### src/rtl/temporizador_multicanal.sv
// Multi-channel sequential dose timer: channels run from NUM_CH-1 down to 0, each on for its snapshotted count.
// Optional auto-restart (loop) mode is enabled by defining TMR_LOOP_EN.
module temporizador_multicanal #(
    parameter int unsigned NUM_CH = 3,
    parameter int unsigned CNT_W  = 5
) (
    input  logic                      clk,
    input  logic                      rst_n,
    input  logic                      start,
    input  logic                      abort,
    input  logic                      loop,
    input  logic [NUM_CH*CNT_W-1:0]   ciclos,
    output logic [NUM_CH-1:0]         on,
    output logic [NUM_CH-1:0]         flags,
    output logic [((NUM_CH > 1) ? $clog2(NUM_CH) : 1)-1:0] ch_idx,
    output logic                      busy,
    output logic                      done
);

    localparam int unsigned IDX_W  = (NUM_CH > 1) ? $clog2(NUM_CH) : 1;
    localparam int unsigned SNAP_W = NUM_CH * CNT_W;

    typedef enum logic {IDLE = 1'b0, RUN = 1'b1} state_t;

    state_t             state_q, state_d;
    logic [SNAP_W-1:0]  snap_q, snap_d;
    logic [CNT_W-1:0]   cnt_q, cnt_d;
    logic [IDX_W-1:0]   ch_d;
    logic               done_d;

    // Count programmed for channel idx within a packed snapshot.
    function automatic logic [CNT_W-1:0] cnt_of(input logic [SNAP_W-1:0] s,
                                                input logic [IDX_W-1:0]  idx);
        cnt_of = '0;
        for (int unsigned i = 0; i < NUM_CH; i++) begin
            if (idx == IDX_W'(i)) cnt_of = s[i*CNT_W +: CNT_W];
        end
    endfunction

    // Highest-index nonzero channel strictly below lim; returns 1 if one exists.
    function automatic logic find_nz(input  logic [SNAP_W-1:0] s,
                                     input  int unsigned       lim,
                                     output logic [IDX_W-1:0]  idx);
        find_nz = 1'b0;
        idx     = '0;
        for (int unsigned i = 0; i < NUM_CH; i++) begin
            if (i < lim && s[i*CNT_W +: CNT_W] != '0) begin
                find_nz = 1'b1;
                idx     = IDX_W'(i);
            end
        end
    endfunction

`ifndef TMR_LOOP_EN
    logic unused_loop;
    assign unused_loop = loop;
`endif

    // Next-state, next-counter and channel selection.
    always_comb begin
        logic             found;
        logic [IDX_W-1:0] nidx;
        state_d = state_q;
        snap_d  = snap_q;
        cnt_d   = cnt_q;
        ch_d    = ch_idx;
        done_d  = 1'b0;
        found   = 1'b0;
        nidx    = '0;
        unique case (state_q)
            IDLE: begin
                if (start && !abort) begin
                    snap_d = ciclos;
                    found  = find_nz(ciclos, NUM_CH, nidx);
                    if (found) begin
                        state_d = RUN;
                        ch_d    = nidx;
                        cnt_d   = CNT_W'(1);
                    end else begin
                        done_d  = 1'b1;
                    end
                end
            end
            RUN: begin
                if (abort) begin
                    state_d = IDLE;
                    cnt_d   = '0;
                    ch_d    = '0;
                end else if (cnt_q == cnt_of(snap_q, ch_idx)) begin
                    found = find_nz(snap_q, 32'(ch_idx), nidx);
                    if (found) begin
                        ch_d  = nidx;
                        cnt_d = CNT_W'(1);
                    end else begin
                        done_d  = 1'b1;
                        state_d = IDLE;
                        cnt_d   = '0;
                        ch_d    = '0;
`ifdef TMR_LOOP_EN
                        if (loop) begin
                            snap_d = ciclos;
                            if (find_nz(ciclos, NUM_CH, nidx)) begin
                                state_d = RUN;
                                ch_d    = nidx;
                                cnt_d   = CNT_W'(1);
                            end
                        end
`endif
                    end
                end else begin
                    cnt_d = cnt_q + CNT_W'(1);
                end
            end
            default: state_d = IDLE;
        endcase
    end

    // State and registered outputs, derived from next-cycle values.
    always_ff @(posedge clk or negedge rst_n) begin
        if (!rst_n) begin
            state_q <= IDLE;
            snap_q  <= '0;
            cnt_q   <= '0;
            ch_idx  <= '0;
            on      <= '0;
            flags   <= '0;
            busy    <= 1'b0;
            done    <= 1'b0;
        end else begin
            state_q <= state_d;
            snap_q  <= snap_d;
            cnt_q   <= cnt_d;
            ch_idx  <= ch_d;
            busy    <= (state_d == RUN);
            done    <= done_d;
            if (state_d == RUN) begin
                on    <= NUM_CH'(1) << ch_d;
                flags <= (cnt_d == cnt_of(snap_d, ch_d)) ? (NUM_CH'(1) << ch_d) : '0;
            end else begin
                on    <= '0;
                flags <= '0;
            end
        end
    end

endmodule
### config.mk
export PLATFORM = sky130hd
export DESIGN_NAME = temporizador_multicanal
export DESIGN_NICKNAME = d
export VERILOG_FILES = /design/src/rtl/temporizador_multicanal.sv
export SDC_FILE = /design/constraint.sdc
export NUM_CORES = 1
export LEC_CHECK = 0
export ABC_AREA = 1
export CORE_MARGIN = 3
export CORE_UTILIZATION = 57
export DETAILED_ROUTE_END_ITERATION = 16
export PLACE_DENSITY = 0.91
export SLEW_MARGIN = 15
export SYNTH_ARGS = -nofsm -noshare
export SYNTH_HDL_FRONTEND = slang
export SYNTH_SLANG_ARGS = --single-unit
### constraint.sdc
create_clock -name clk -period 5.27 [get_ports clk]
set_clock_uncertainty 0.1 [all_clocks]
set_input_delay 0.527 -clock clk [delete_from_list [all_inputs] [get_ports clk]]
set_output_delay 0.527 -clock clk [all_outputs]
set_load 0.01 [all_outputs]
-- Word level (Yosys, flattened, before mapping)
Cells that the tools add are included.
- word-level logic and storage cells: 85
- output and inout bits: 10
- input bits: 20
- flip-flop bits (word level): 30
- magnitude comparators: 3
- add/sub/neg operators: 1
- equality and inequality tests: 6
- bitwise logic cells: 1
- multiplexer cells: 53
- shifts and indexed selects: 1
- reduce and logical (&&, ||, !) cells: 13
- operators by type and width (cell ; count):
    $mux 5 ; 13
    $mux 15 ; 2
    $reduce_bool 5->1 ; 6
    $mux 1 ; 24
    $mux 2 ; 7
    $eq 5x5->1 ; 2
    $pmux 5 s2 ; 1
    $mux 3 ; 3
    $add 5x1->5 const B ; 1
    $eq 2x1->1 const B ; 2
    $eq 2x2->1 const B ; 2
    $logic_and 1x1->1 ; 4
    $logic_not 2->1 ; 2
    $lt 1x2->1 const A ; 2
    $pmux 1 s2 ; 2
    $pmux 2 s2 ; 1
    $shl 1x2->3 const A ; 1
    $lt 2x2->1 const A ; 1
    $logic_not 1->1 ; 1
    $not 1->1 ; 1

-- Longest topological paths before layout
Gate-level depths: netlist (run 1).
- depth after elaboration: 22
- gate-level depth with buffers: 21
- gate-level depth less buffers: 20

-- Worst setup path before layout (run 1)
No wires, ideal clock.
- path kind: register to register
- from: reg ch_idx[0] (netlist bit)
- to: reg flags[0]
- path slack: 3.060 ns
- clock period less this slack: 2.210 ns
- data required time: 5.054 ns
- library setup time: 0.116 ns
- path buffers: 1
- data arrival time: 1.994 ns
- stages on the path, launching flop included: 20
- path through: dfrtp_1 -> buf_2 -> inv_2 -> nand3_1 -> nand3_1 -> nand2_1 -> nand2_1 -> nand2_2 -> nor2_4 -> nand3_1 -> nand2_1 -> nor2_1 -> nor2_2 -> nand3_1 -> nand3_1 -> nand2_1 -> o21ai_1 -> nor2_1 -> nand2_1 -> nor2_1
- word-level cells in the longest chain between the ends: 20
- elaborated cells on any way between the ends: 48
- classes of those cells: order compare: 3; eq/ne: 6; shift: 1; mux: 33; reduce/logical: 5
- RTL lines (element ; line ; source):
    start, declared ; 15 ; output logic [((NUM_CH > 1) ? $clog2(NUM_CH) : 1)-1:0] ch_idx,
    start signal, assigned ; 133 ; ch_idx <= ch_d;
    $lt 1x2->1 ; 47 ; if (i < lim && s[i*CNT_W +: CNT_W] != '0) begin
    $logic_and 1x1->1 ; 47 ;
    $mux 1 (3 in a row) ; 47 ;
    $mux 1 ; 89 ; end else if (cnt_q == cnt_of(snap_q, ch_idx)) begin
    $mux 1 ; 85 ; if (abort) begin
    $mux 1 ; 70 ; unique case (state_q)
    $mux 2 ; 91 ; if (found) begin
    $mux 2 ; 89 ;
    $mux 2 ; 85 ;
    $pmux 2 s2 ; 70 ;
    $logic_not 2->1 ; 36 ; if (idx == IDX_W'(i)) cnt_of = s[i*CNT_W +: CNT_W];
    $mux 5 (3 in a row) ; 36 ;
    $mux 5 ; 136 ; if (state_d == RUN) begin
    $eq 5x5->1 ; 138 ; flags <= (cnt_d == cnt_of(snap_d, ch_d)) ? (NUM_CH'(1) << ch_d) : '0;
    $mux 3 ; 138 ;
    $mux 3 (*) ; 136 ;
    end signal, assigned ; 138 ;
    end, declared ; 14 ; output logic [NUM_CH-1:0] flags,
Every way passes the cells marked *; elsewhere a longest branch is shown, timed or not. The select of a mux whose other input is x is not followed.

-- Worst setup path in the final report (run 1)
- from: in start
- to: reg flags[1]
- word-level cells in the longest chain between the ends: 11
- elaborated cells on any way between the ends: 20
- classes of those cells: eq/ne: 3; shift: 1; mux: 14; reduce/logical: 2
- RTL lines (element ; line ; source):
    start, declared ; 9 ; input logic start,
    $logic_and 1x1->1 (*) ; 72 ; if (start && !abort) begin
    $mux 2 (*) ; 72 ;
    $pmux 2 s2 (*) ; 70 ;
    via ch_d[1] ; 28 ; logic [IDX_W-1:0] ch_d;
    $logic_not 2->1 ; 36 ;
    $mux 5 (3 in a row) ; 36 ;
    $mux 5 ; 136 ;
    $eq 5x5->1 ; 138 ;
    $mux 3 (*) ; 138 ;
    $mux 3 (*) ; 136 ;
Mark *: on every way through the listed nets, which the timed path passes. The rest lies on a longest branch. The select of a mux whose other input is x is not followed.

==> impl_metrics.yaml, run 1 <==
logic_synthesis:
  synth.top_cell.area_share_pct: 40.2
  ys_top_cells_by_count: "nand2_1, nand3_1, inv_1"
  synth_edf_count: 0
  syn-num-nets: 281
  ys.flop_type: "dfrtp_1"
  ys_types: 29
  yosysMostFrequentCell: "nand2_1"
  ys_warn_count: 0
  synth_largest_area_cell: "dfrtp_1"
  syn_inst: 260
  synth-seq-cells: 30
  async_flop_share_pct: 100
  synth_area_leaders: "dfrtp_1, nand2_1, nand3_1, inv_1, o21ai_0"
  synth.avg_cell_area_um2: 7.18
  syn-cell-area_um2: 1870
  ys_seq_area_share_pct: 40.2
worst_setup_path:
  cp.arrival_ns: 3.03
  path_class: "in2reg"
  crit_required_ns: 5.40
  worst_path_largest_cell_delay_ns: 0.45
  crit_buf_inv: 6
  timing.rr.start: "ch_idx[1]"
  end_kind: "flip-flop"
  r2r_slack_ns: 2.61
  startpoint_type: "primary input"
  crit_family: "simple AND/OR/NAND/NOR gates"
  reg2reg_to: "flags[1]"
  critPathSlowestCell: "clkdlybuf4s50_1"
  reg2regPathDepth: 17
  crit_chain: "clkdlybuf4s50_1 -> inv_1 -> nor2_1 -> inv_1 -> nor2_1 -> buf_4 -> inv_1 -> or2_2 -> nand2_1 -> inv_1 -> nand2_4 -> nand3_1 -> nand3_1 -> nand2_1 -> o21ai_1 -> nor2_1 -> nand2_1 -> nor2_1"
  worstPathMaxFanout: 20
placed_design:
  dpl.cell_count: 329
  portBuffers: 28
  hpwl_um: 3880
  gp_congestion: 0.903
  pre_cts_ws_ns: 2.09
clocking:
  cts_hold_buffers: 0
  cts-root-buf: "clkbuf_4"
  cts_buffer_depth: 2
  numCtsBuffers: 5
  path_clk_slew_ns: 0.10
  cts_resized: 0
  worstSkewPairLatency_ns: 0.33
  h-tree-depth: 2
  post_cts.repair.setup_buffers: 0
  cts.sinks: 30
  cts_tree: "done"
sta:
  slew_violations: 0
  period_needed_ns: 2.90
  rsz0062_at_grt: "no"
  worst_slack_ns: 2.37
  slew-limit-headroom_pct: 50.8
  hold_viol: 0
  fmax_ghz: 0.344
  setup_viol: 0
  setup-tns-final_ns: 0
  worstMarginPinSlew_ns: 0.735
  period_share_pct: 55.1
finish:
  layout.nets: 313
  area_growth_pct: 21.3
  drive_gt1_share_pct: 9.56
  diodes: 0
  n_fill_cell: 255
  final_cells: 337
power_and_ir_drop:
  peakVddDrop_mv: 0.235
  leakage_nw: 1.10
  power.density_nw_per_um2: 378
routing:
  dr.pass1.iters: 7
  antenna_left: 0
  drt-total-wl_um: 5010
  drc: 0
  wire_per_inst_um: 14.9
  via_per_inst: 5.72
  drtIter0Drc: 149
  vias: 1926
grt:
  grt_pass1_wl_um: 8740
  grt_pass1_vias: 1901
  globalRouteOverflowTotal: 0
  grtUsageTotal_pct: 28.1
  antenna_found_initial: 0
  grt_max_degree: 31
run:
  cap_violations: 0
floorplanning:
  die_h_um: 63.2
  io-pin-count: 30
  row_count: 20
  initial_core_util_pct: 60.7
  die_x_um: 63.2
  die_area_um2: 4000
  core_um2: 3080
worst_hold_path:
  hp-class: "in2async"
status:
  status: "finished, final reports clean"
[flip-flops by register name, indices dropped and copies added (netlist names)]
name / count
state_q: 1
ch_idx: 2
on: 3
cnt_q: 5
snap_q: 15
done: 1
flags: 3
[stage by stage]
| step | hold slack [ns] | utilization, % | total power, mW | area [µm²] |
|---|---|---|---|---|
| 5_1_grt | 0.489 | 73.6 | 0.921 | 2260 |
| 4_1_cts | 0.474 | 73.6 | 0.854 | 2260 |
| 2_1_floorplan | 0.131 | - | 0.565 | 1870 |
| 3_5_place_dp | 0.495 | 71.1 | 0.673 | 2190 |
| 6_report | 0.472 | 73.6 | 0.856 | 2260 |
| 3_3_place_gp | 0.473 | 71.1 | 0.659 | 2190 |
[how the worst max path moves through the flow]
stage | from | end | cells past startpoint
after floorplan | ch_idx[0] | flags[0] | 19
after global placement | start | flags[1] | 19
after detailed placement | start | flags[0] | 19
after CTS | start | flags[1] | 19
after global routing | abort | flags[0] | 18
final | start | flags[1] | 18
[where the power goes]
group / internal (mW) / switching (mW) / leakage (nW)
logic: 0.131 / 0.230 / 0.669
registers: 0.270 / 0.0457 / 0.388
clock network: 0.101 / 0.0780 / 0.0395
[layout make-up]
class                   count  area [µm²]  share of cell area (%)
well taps                  44        55.1                    2.43
clock buffers               7        45.0                    1.99
flip-flops and latches     30         751                    33.1
inverters                  39         146                    6.46
repair buffers             30         295                    13.0
multi-input cells         186         942                    41.6
clock inverters             1        30.0                    1.33
[routing by layer]
metal / wire length [µm] / part of all wire [%] / track usage (%)
met3: 464 / 9.3 / 6.06
met2: 2420 / 48 / 46.6
met5: 0 / 0 / 0
met1: 1990 / 40 / 36.5
met4: 132 / 2.6 / 9.70
[cells by family after synthesis]
| kind of cell | after synthesis | synth area share [%] |
|---|---|---|
| buffers and inverters | 44 | 9.32 |
| AND/OR/NAND/NOR | 157 | 41.6 |
| flip-flops | 30 | 40.2 |
| adder cells (fa/ha/maj) | 1 | 0.670 |
| AO/OA/AOI/OAI | 28 | 8.18 |
[cell usage in the layout (no fill, tap or decap), types with 3 or more instances in the layout]
| cell | count |
|---|---|
| nor2_1 | 20 |
| nor2_4 | 3 |
| nand4_1 | 13 |
| clkbuf_4 | 5 |
| nand3_1 | 42 |
| nand2_1 | 62 |
| o21ai_0 | 18 |
| o21ai_1 | 3 |
| dfrtp_1 | 30 |
| inv_1 | 37 |
| nand2_2 | 4 |
| clkdlybuf4s50_1 | 28 |
| a21oi_1 | 3 |
Note: power is estimated with default switching activity, not from simulation.
==> run 2, diff against run 1 <==
--- a/config.mk
+++ b/config.mk
@@ -7,9 +7,9 @@
 export LEC_CHECK = 0
 export ABC_AREA = 1
 export CORE_MARGIN = 3
-export CORE_UTILIZATION = 57
+export CORE_UTILIZATION = 53
 export DETAILED_ROUTE_END_ITERATION = 16
-export PLACE_DENSITY = 0.91
+export PLACE_DENSITY = 0.86
 export SLEW_MARGIN = 15
 export SYNTH_ARGS = -nofsm -noshare
 export SYNTH_HDL_FRONTEND = slang
==> constraint.sdc (replaced) <==
create_clock -name clk -period 2.87 [get_ports clk]
set_clock_uncertainty 0.1 [all_clocks]
set_input_delay 0.287 -clock clk [delete_from_list [all_inputs] [get_ports clk]]
set_output_delay 0.287 -clock clk [all_outputs]
set_load 0.01 [all_outputs]
==> run 2 against run 1 <==
Effect of this change: critical path type is now reg2reg; critical path depth down 1; cell area fell by 0.22%; die area increased by 6.8%; highest routed layer unchanged; hold slack got worse by 0.24 ns; largest cell class unchanged; via count is 3.3% lower.
==> impl_metrics.yaml, run 2 (synthesized netlist as in run 1, its figures left out) <==
power_and_ir_drop:
  p_sw_mw: 0.628
  power.density_nw_per_um2: 648
  p_seq_share_pct: 39.7
  leakage_nw: 1.09
  p_clk_share_pct: 15.6
  p_int_mw: 0.835
  peakVddDrop_mv: 0.384
  comb_power_share_pct: 44.8
  switching_share_pct: 42.9
routing:
  dr.pass1.iters: 5
  drt-total-wl_um: 4750
  drc: 0
  vias: 1862
  drtIter0Drc: 174
  wire_per_inst_um: 14.0
  antenna_left: 0
  via_per_inst: 5.49
placed_design:
  placed_area_um2: 2210
  portBuffers: 28
  dpl.cell_count: 332
  hpwl_um: 3830
  gp_congestion: 0.930
finish:
  drive_gt1_share_pct: 10.8
  largestRegisters: "snap_q (15), cnt_q (5)"
  area_growth_pct: 21.0
  most-common-layout-cells: "nand2_1, nand3_1, inv_1"
  largest_register_ff_count: 15
  n_fill_cell: 279
  diodes: 0
  final_cells: 339
  final_common_cell: "nand2_1"
  top_register: "snap_q"
  layout.nets: 316
  design_area_um2: 2260
floorplanning:
  io-pin-count: 30
  initial_core_util_pct: 58.3
  die_x_um: 65.4
  die_area_um2: 4270
  die_h_um: 65.4
  core_um2: 3200
  row_count: 20
worst_setup_path:
  worst_path_largest_cell_delay_ns: 0.52
  startpoint_type: "flip-flop"
  cp.arrival_ns: 2.66
  crit_top_cell: "nand2_1"
  end_kind: "flip-flop"
  crit_required_ns: 3.03
  path_class: "reg2reg"
  crit_chain: "nor2_4 -> nand2_1 -> nand3_1 -> nand2_1 -> nand2_1 -> nand2_2 -> nor2_4 -> nand2_2 -> nand2_1 -> nand2_2 -> a21oi_2 -> nand3_1 -> nand4_1 -> nand3_1 -> nor2_1 -> nand2_1 -> nor2_1"
  worstPathMaxFanout: 14
  critPathSlowestCell: "dfrtp_2"
sta:
  period_needed_ns: 2.50
  setup_viol: 0
  rsz0062_at_grt: "no"
  setup-tns-final_ns: 0
  slew-limit-headroom_pct: 69.8
  fmax_ghz: 0.400
  period_share_pct: 87.2
  slew_violations: 0
  hold_viol: 0
  worstMarginPinSlew_ns: 0.448
clocking:
  cts_tree: "done"
  h-tree-depth: 2
  post_cts.repair.setup_buffers: 0
  cts.sinks: 30
  cts_buffer_depth: 2
  numCtsBuffers: 5
  cts-root-buf: "clkbuf_4"
  worstSkewPairLatency_ns: 0.33
  cts_hold_buffers: 0
  path_clk_slew_ns: 0.08
grt:
  grt_pass1_vias: 1806
  antenna_found_initial: 0
  grt_max_degree: 31
  globalRouteOverflowTotal: 0
  grt_pass1_wl_um: 8420
  grtUsageTotal_pct: 25.9
worst_hold_path:
  hp-class: "in2async"
status:
  status: "finished, final reports clean"
run:
  cap_violations: 0
run 2: cell types whose count changed in the layout (fill, tap and decap cells not counted):
cell and change:
dfrtp_2 +2, bufinv_16 -1, buf_4 +3, dfrtp_1 -2
run 2: per-stage QoR:
step / hold slack, ns / setup WS [ns] / power, mW / util (%)
after global routing: 0.270 / 0.00614 / 1.59 / 70.5
after CTS: 0.237 / 0.252 / 1.46 / 70.5
after detailed placement: 0.487 / 0.0417 / 1.23 / 69.1
after floorplan: -0.109 / 0.660 / 1.04 / -
final: 0.236 / 0.368 / 1.46 / 70.5
after global placement: 0.473 / 0.132 / 1.22 / 69.1
run 2: power groups by stage:
stage	sequential [mW]	combinational (mW)	clock, mW
final	0.581	0.655	0.228
after detailed placement	0.584	0.649	0
after global placement	0.581	0.635	0
after CTS	0.576	0.652	0.233
after floorplan	0.557	0.481	0
after global routing	0.590	0.740	0.260
run 2: worst paths after layout:
check                                 from         end  slack (ns)  cells after the start
min in group clk                ciclos[13]  snap_q[13]        0.48                      3
worst max-delay path             ch_idx[1]    flags[2]        0.37                     17
worst min-delay path                 rst_n    cnt_q[3]        0.24                      2
max in group asynchronous            rst_n   ch_idx[0]        2.14                      2
worst max register to register   ch_idx[1]    flags[2]        0.37                     17
worst min register to register  snap_q[13]  snap_q[13]        0.51                      2
run 2: layout make-up:
cell class                      instances  area, µm²  share of cell area [%]
Sequential cell                        30        753                    33.3
Inverter                               39        146                    6.48
Clock buffer                            7       45.0                    1.99
Multi-Input combinational cell        186        942                    41.7
Tap cell                               44       55.1                    2.44
Timing Repair Buffer                   33        318                    14.1
run 2: metal layers:
layer | wire length (µm) | global-route usage (%)
met1 | 2060 | 35.8
met2 | 2250 | 39.8
met3 | 332 | 5.47
met4 | 99 | 10.1
met5 | 0 | 0
run 2: what timing repair did:
action,4_1_cts,5_1_grt
resized for setup,0,2
endpoints found under the hold margin,0,0
endpoints found under the setup margin,0,3
run 2: worst max-delay path, delay by kind of cell, from the launching register on:
family	cells	cell delay (ns)
simple gates	16	1.56
compound gates	1	0.25
flops	1	0.52
==> run 3, diff against run 2 <==
--- a/config.mk
+++ b/config.mk
@@ -6,10 +6,12 @@
 export NUM_CORES = 1
 export LEC_CHECK = 0
 export ABC_AREA = 1
+export CORE_ASPECT_RATIO = 1.25
 export CORE_MARGIN = 3
-export CORE_UTILIZATION = 53
+export CORE_UTILIZATION = 28
 export DETAILED_ROUTE_END_ITERATION = 16
-export PLACE_DENSITY = 0.86
+export PLACE_DENSITY = 0.54
+export SKIP_CTS_REPAIR_TIMING = 1
 export SLEW_MARGIN = 15
 export SYNTH_ARGS = -nofsm -noshare
 export SYNTH_HDL_FRONTEND = slang
==> run 3 against run 2 <==
Effect of this change: power is 9.2% higher; hold slack better by 0.057 ns; first-iteration DRC count is 48% lower; combinational power is 2% higher; flip-flop and latch count stayed put; maximum frequency is 0.50% lower; clock power is 53% higher; global-route usage is 12 points lower; clock-buffer cell count stayed put; critical path depth stayed put; largest power group unchanged; sequential share of layout area is 1.7 points lower; die area is 80% higher.
==> impl_metrics.yaml, run 3 (synthesized netlist as in run 1, its figures left out) <==
run:
  cap_violations: 0
power_and_ir_drop:
  power.density_nw_per_um2: 670
  peakVddDrop_mv: 0.334
  leakage_nw: 1.14
  power_mw: 1.60
clocking:
  cts_buffer_depth: 2
  cts-root-buf: "clkbuf_8"
  h-tree-depth: 2
  worstSkewPairLatency_ns: 0.28
  path_clk_slew_ns: 0.07
  cts_tree: "done"
  numCtsBuffers: 5
  cts.sinks: 30
worst_setup_path:
  crit_required_ns: 2.98
  r2r_slack_ns: 0.36
  end_kind: "flip-flop"
  startpoint_type: "flip-flop"
  path_class: "reg2reg"
  crit_chain: "nor2_4 -> nand2_1 -> nand3_1 -> nand2_1 -> nand2_1 -> nand3_1 -> nor2_4 -> nor2_1 -> nor2_1 -> nor2_4 -> nand3_1 -> nand3_1 -> nand2_1 -> o21ai_1 -> nor2_1 -> nand2_1 -> nor2_1"
  reg2regPathDepth: 17
  worst_path_largest_cell_delay_ns: 0.51
  cp.arrival_ns: 2.63
  critPathSlowestCell: "dfrtp_2"
  reg2reg_to: "flags[2]"
  crit_top_cell: "nand2_1"
  timing.rr.start: "ch_idx[1]"
  worstPathMaxFanout: 14
placed_design:
  gp_congestion: 0.851
  placed_area_um2: 2290
  portBuffers: 28
  hpwl_um: 4260
  dpl.cell_count: 376
worst_hold_path:
  hp-class: "in2async"
routing:
  dr.pass1.iters: 4
  drtIter0Drc: 91
  via_per_inst: 4.78
  wire_per_inst_um: 13.5
  antenna_left: 0
  drc: 0
  drt-total-wl_um: 5200
  vias: 1837
floorplanning:
  initial_core_util_pct: 29.5
  die_area_um2: 7690
  row_count: 32
  io-pin-count: 30
  die_h_um: 97.3
  core_um2: 6330
  die_x_um: 79.0
sta:
  period_share_pct: 87.6
  setup_viol: 0
  slew-limit-headroom_pct: 68.6
  hold_viol: 0
  rsz0062_at_grt: "no"
  setup-tns-final_ns: 0
  worstMarginPinSlew_ns: 0.466
  period_needed_ns: 2.51
  fmax_ghz: 0.398
  slew_violations: 0
finish:
  largestRegisters: "snap_q (15), cnt_q (5)"
  layout.nets: 319
  drive_gt1_share_pct: 12.4
  design_area_um2: 2380
  final_cells: 384
  diodes: 0
  n_fill_cell: 713
  area_growth_pct: 27.7
  final_common_cell: "nand2_1"
  largest_register_ff_count: 15
  most-common-layout-cells: "nand2_1, nand3_1, inv_1"
  top_register: "snap_q"
grt:
  grtUsageTotal_pct: 14.4
  antenna_found_initial: 0
  grt_pass1_vias: 1768
  grt_pass1_wl_um: 8660
  grt_max_degree: 31
  globalRouteOverflowTotal: 0
status:
  status: "finished, final reports clean"
-- run 3: where the power goes --
part / switching (mW) / internal, mW / total, mW / leakage (nW)
logic: 0.417 / 0.252 / 0.668 / 0.702
registers: 0.0833 / 0.499 / 0.582 / 0.385
clock network: 0.155 / 0.193 / 0.348 / 0.0482
total: 0.655 / 0.944 / 1.60 / 1.13
-- run 3: worst max-delay path, delay by kind of cell, from the launching register on --
| family | cells | cell delay (ns) |
|---|---|---|
| simple gates | 16 | 1.78 |
| flops | 1 | 0.51 |
| compound gates | 1 | 0.06 |
-- run 3: worst max-delay path by stage --
stage | startpoint | end | slack [ns]
3_3_place_gp | ciclos[6] | flags[0] | 0.10
4_1_cts | ch_idx[1] | flags[2] | 0.20
3_5_place_dp | ciclos[5] | flags[2] | 0.10
2_1_floorplan | ch_idx[0] | flags[0] | 0.66
6_report | ch_idx[1] | flags[2] | 0.36
5_1_grt | ch_idx[1] | flags[0] | 0.03
-- run 3: per-layer routing --
layer  vias up  part of all wire (%)  track usage, %
met1       853                    43            17.9
li1        929                     -               -
met4         0                   2.2            5.29
met3         9                   3.8            1.86
met5         -                     0               0
met2        46                    51            25.0
-- run 3: metrics by stage --
| stage | setup WS, ns | hold WS [ns] | utilization (%) |
|---|---|---|---|
| 2_1_floorplan | 0.660 | -0.109 | - |
| 3_3_place_gp | 0.104 | 0.472 | 36.1 |
| 3_5_place_dp | 0.104 | 0.478 | 36.1 |
| 4_1_cts | 0.202 | 0.314 | 37.6 |
| 5_1_grt | 0.0264 | 0.340 | 37.7 |
| 6_report | 0.355 | 0.293 | 37.7 |
-- run 3: final cells by class --
type	count	area [µm²]	area share [%]
timing repair buffer	36	340	14.3
clock inverter	1	5.00	0.210
clock buffer	7	86.3	3.62
tap	85	106	4.46
inverter	39	146	6.14
sequential	30	753	31.6
multi-input combinational	186	947	39.7
